### src/rtl/mul_unit.sv
`default_nettype none
// ============================================================================
// Module   : mul_unit
// Brief    : Two-stage RV32M MUL/MULH/MULHSU/MULHU front end around Multiplier32.
// Revision : 1.0
// ============================================================================
module mul_unit (
  input  logic        clk,
  input  logic        rst_n,
  input  logic        flush,
  input  logic        in_valid,
  output logic        in_ready,
  input  logic [1:0]  in_op,
  input  logic [31:0] in_rs1,
  input  logic [31:0] in_rs2,
  output logic        out_valid,
  input  logic        out_ready,
  output logic [31:0] out_result
);
  localparam logic [1:0] c_op_mul    = 2'b00;
  localparam logic [1:0] c_op_mulh   = 2'b01;
  localparam logic [1:0] c_op_mulhsu = 2'b10;

  logic        r_s1_valid;
  logic        r_s2_valid;
  logic        r_neg;
  logic [1:0]  r_op;
  logic [31:0] r_a1;
  logic [31:0] r_a2;
  logic [31:0] r_result;

  logic        w_adv2;
  logic        w_accept;
  logic        w_move;
  logic        w_sign1;
  logic        w_sign2;
  logic [31:0] w_mag1;
  logic [31:0] w_mag2;
  logic [63:0] w_prod;
  logic [63:0] w_q;

  assign w_adv2   = !r_s2_valid || out_ready;
  assign in_ready = !r_s1_valid || w_adv2;
  assign w_accept = in_valid && in_ready && !flush;
  assign w_move   = r_s1_valid && w_adv2 && !flush;

  // Magnitudes are formed here so the negate cost stays off the multiply path.
  assign w_sign1 = ((in_op == c_op_mulh) || (in_op == c_op_mulhsu)) && in_rs1[31];
  assign w_sign2 = (in_op == c_op_mulh) && in_rs2[31];
  assign w_mag1  = w_sign1 ? (~in_rs1 + 32'd1) : in_rs1;
  assign w_mag2  = w_sign2 ? (~in_rs2 + 32'd1) : in_rs2;

  Multiplier32 u_mult (
    .a (r_a1),
    .b (r_a2),
    .p (w_prod)
  );

  assign w_q = r_neg ? (~w_prod + 64'd1) : w_prod;

  always_ff @(posedge clk or negedge rst_n) begin
    if (!rst_n) begin
      r_s1_valid <= 1'b0;
      r_s2_valid <= 1'b0;
    end else if (flush) begin
      r_s1_valid <= 1'b0;
      r_s2_valid <= 1'b0;
    end else begin
      // With in_ready high, S1 is either empty or draining into S2 this edge.
      if (in_ready) r_s1_valid <= w_accept;
      if (w_adv2)   r_s2_valid <= r_s1_valid;
    end
  end

  always_ff @(posedge clk or negedge rst_n) begin
    if (!rst_n) begin
      r_a1     <= 32'd0;
      r_a2     <= 32'd0;
      r_neg    <= 1'b0;
      r_op     <= c_op_mul;
      r_result <= 32'd0;
    end else begin
      if (w_accept) begin
        r_a1  <= w_mag1;
        r_a2  <= w_mag2;
        r_neg <= w_sign1 ^ w_sign2;
        r_op  <= in_op;
      end
      if (w_move) begin
        r_result <= (r_op == c_op_mul) ? w_q[31:0] : w_q[63:32];
      end
    end
  end

  assign out_valid  = r_s2_valid;
  assign out_result = r_result;

endmodule

// Unsigned 32x32 -> 64 combinational product core.
module Multiplier32 (
  input  logic [31:0] a,
  input  logic [31:0] b,
  output logic [63:0] p
);
  assign p = {32'd0, a} * {32'd0, b};
endmodule
`default_nettype wire
### config.mk
export PLATFORM = sky130hd
export DESIGN_NAME = mul_unit
export DESIGN_NICKNAME = d
export VERILOG_FILES = /design/src/rtl/mul_unit.sv
export SDC_FILE = /design/constraint.sdc
export NUM_CORES = 2
export LEC_CHECK = 0
export BUFFER_PORTS_ARGS = -buffer_cell sky130_fd_sc_hd__clkbuf_2
export CAP_MARGIN = 40
export CORE_AREA = 2 2 349 351
export CTS_CLUSTER_DIAMETER = 120
export CTS_CLUSTER_SIZE = 16
export DETAILED_ROUTE_END_ITERATION = 10
export DIE_AREA = 0 0 351 353
export SYNTH_ARGS = -nofsm -noshare
export SYNTH_HDL_FRONTEND = slang
export SYNTH_SLANG_ARGS = --single-unit
### constraint.sdc
create_clock -name clk -period 10.9 [get_ports clk]
set_clock_uncertainty 0.2 [all_clocks]
set_input_delay 1.635 -clock clk [delete_from_list [all_inputs] [get_ports clk]]
set_output_delay 1.635 -clock clk [all_outputs]
set_load 0.05 [all_outputs]
==> results.yml <==
cells_and_area:
  nFillCells: 12400
  area_growth_pct: 7.16
  final_nets: 6035
  drive_gt1_share_pct: 6.55
  multi_input_area_mm2: 0.0347
  seq_area_mm2: 0.00253
  fin_cells: 6435
  design_area_mm2: 0.0447
placed_design:
  port_buffers: 104
  place_area_mm2: 0.0444
  dpl.hpwl_mm: 109
  place_inst: 6414
  routabilityCongestion: 0.909
global_route:
  grt_overflow_total: 0
  grt_pass1_wl_mm: 206
  antenna_found_initial: 9
  grt_pass1_vias: 35000
  grt_max_degree: 94
  grt_use_total_pct: 21.4
sta:
  worstMarginPinSlew_ns: 0.941
  post-route-period-util_pct: 96.2
  fmax_ghz: 0.0953
  rsz0062_at_grt: "false"
  finalSetupViolations: 0
  finalHoldViolations: 0
  relSlewSlack_pct: 36.9
  timing.setup.tns_ns: 0
  final_max_slew_viol_count: 0
  min_period_ns: 10.49
critical_path:
  crit_fanout: 21
  cp_slowest_cell: "dfrtp_1"
  critPathRequiredTime_ns: 11.03
  arrival_ns: 10.62
  worst_path_most_repeated_cell: "fa_1"
  cpPeakStageDelay_ns: 0.88
  criticalPathCategory: "flop to flop"
  worstSetupEndpointType: "flop"
  cp-start-kind: "flop"
logic_synthesis:
  synth_area_leaders: "fa_1 (43%), and2_1 (9.0%), inv_1 (8.1%), ha_1 (8.0%), nand2_1 (6.4%)"
  ys_seq_area_share_pct: 6.06
  syn_avg_cell_area_um2: 8.62
  yosys.area.top_type: "fa_1"
  synth_edf_count: 0
  yosysTopAreaCellShare_pct: 43.0
  synth_common_cells: "inv_1 (903), fa_1 (896), nand2_1 (708), and2_1 (597), ha_1 (267)"
  yosys.cell_types.count: 97
  synthCells: 4843
  synth_most_common_cell: "inv_1"
  ys.flop_type: "dfrtp_1"
  synth.cell_area_mm2: 0.0417
  syn_nets: 6077
  synthArstFlopShare_pct: 100
  ys_warn_count: 0
  ys_ff_latch: 101
drt:
  via_per_inst: 5.11
  drt_iter0_markers: 2379
  routed_wl_mm: 127
  vias: 32900
  ant_nets: 0
  first_pass_iters: 5
  drc: 0
  avgRoutedWirePerCell_um: 19.8
die:
  coreArea_mm2: 0.121
  rows: 128
  dieArea_mm2: 0.124
  die_h_um: 353
  start_util_pct: 34.6
  die_x_um: 351
  io_pins: 105
clock_network:
  path_clk_slew_ns: 0.09
  cts_root_buf: "clkbuf_16"
  numClockSinks: 101
  cts_inserted_buffers: 9
  cts_tree: "done"
  cts_setup_buffers: 0
  htree_levels: 3
  cts_buffer_depth: 2
  clk_latency_ns: 0.42
  cts_hold_buf: 0
min_path:
  hold_class: "flop to flop"
flow_run:
  cap_violations: 0
outcome:
  status: "finished clean"
layout make-up:
class / instances / share of cell area (%)
flip-flops and latches: 101 / 5.66
clock inverters: 7 / 0.165
diodes: 4 / 0.0224
repair buffers: 230 / 3.85
well taps: 1625 / 4.55
multi-input cells: 3556 / 77.7
clock buffers: 9 / 0.504
inverters: 903 / 7.58
what timing repair did:
item / CTS / global route
hold endpoints to repair: 0 / 0
setup endpoints to repair: 0 / 1
gates resized for setup: 0 / 2
final timing paths:
kind | from | endpoint | slack, ns | cells after the start
worst max-delay path | r_a2[6]$_DFFE_PN0P_ | out_result[27]$_DFFE_PN0P_ | 0.41 | 29
worst max register to register | r_a2[6]$_DFFE_PN0P_ | out_result[27]$_DFFE_PN0P_ | 0.41 | 29
worst min register to register | out_result[27]$_DFFE_PN0P_ | out_result[27]$_DFFE_PN0P_ | 0.28 | 2
max in group asynchronous | rst_n | r_a1[10]$_DFFE_PN0P_ | 8.17 | 2
worst min-delay path | out_result[27]$_DFFE_PN0P_ | out_result[27]$_DFFE_PN0P_ | 0.28 | 2
min in group asynchronous | rst_n | r_a2[29]$_DFFE_PN0P_ | 0.98 | 1
state kept, by name, summed over array words and instances (netlist names):
signal	count
out_result	32
r_a1	32
r_a2	32
r_op	2
out_valid	1
r_neg	1
r_s1_valid	1
cell families (layout without fill, tap and decap cells):
| logic type | after synthesis | in the layout | synth area share, % |
|---|---|---|---|
| compound gates | 557 | 557 | 8.60 |
| buf+inv | 1186 | 1149 | 10.8 |
| mux | 23 | 23 | 0.588 |
| fa+ha+maj | 1163 | 1163 | 51.0 |
| other cells | 0 | 4 | 0 |
| flops | 101 | 101 | 6.06 |
| xor+xnor | 122 | 122 | 2.56 |
| simple gates | 1691 | 1691 | 20.4 |
worst max-delay path, delay by kind of cell (launching register included):
kind | cells | cell delay (ns)
AND/OR/NAND/NOR | 9 | 3.15
buffers and inverters | 7 | 0.54
adder cells (fa/ha/maj) | 9 | 4.54
AO/OA/AOI/OAI | 4 | 1.08
flip-flops | 1 | 0.88
layout by cell type (no fill, tap or decap), drive strengths merged, types with 11 or more instances in the layout:
cell,count
nand4,31
nor2,140
o21ai,188
o211ai,18
nand2,708
and2,599
xnor2,74
nand3,36
nor3,49
ha,267
fa,896
mux2i,17
clkbuf,112
or2,11
buf,127
xor2,48
a211oi,19
nor4,26
or3,30
a21oi,137
dfrtp,101
a31oi,18
inv,907
a21o,37
o31ai,33
stage by stage:
step,util [%],setup slack (ns),hold slack (ns)
final,37.1,0.411,0.280
after global placement,36.6,0.457,0.260
after floorplan,-,1.84,0.265
after detailed placement,36.8,0.556,0.261
after global routing,37.1,0.0336,0.299
after CTS,37.1,0.459,0.285
metal layers:
layer / global-route usage, % / wire (µm) / up-vias
met4: 5.32 / 3190 / 8
li1: - / - / 14700
met2: 33.7 / 58000 / 1010
met1: 30.4 / 57100 / 17000
met5: 0 / 47 / -
met3: 3.66 / 8810 / 164
Power is left out: the tool's default activity adds up to more than one toggle a clock period on the data nets, which glitch-free logic cannot reach.
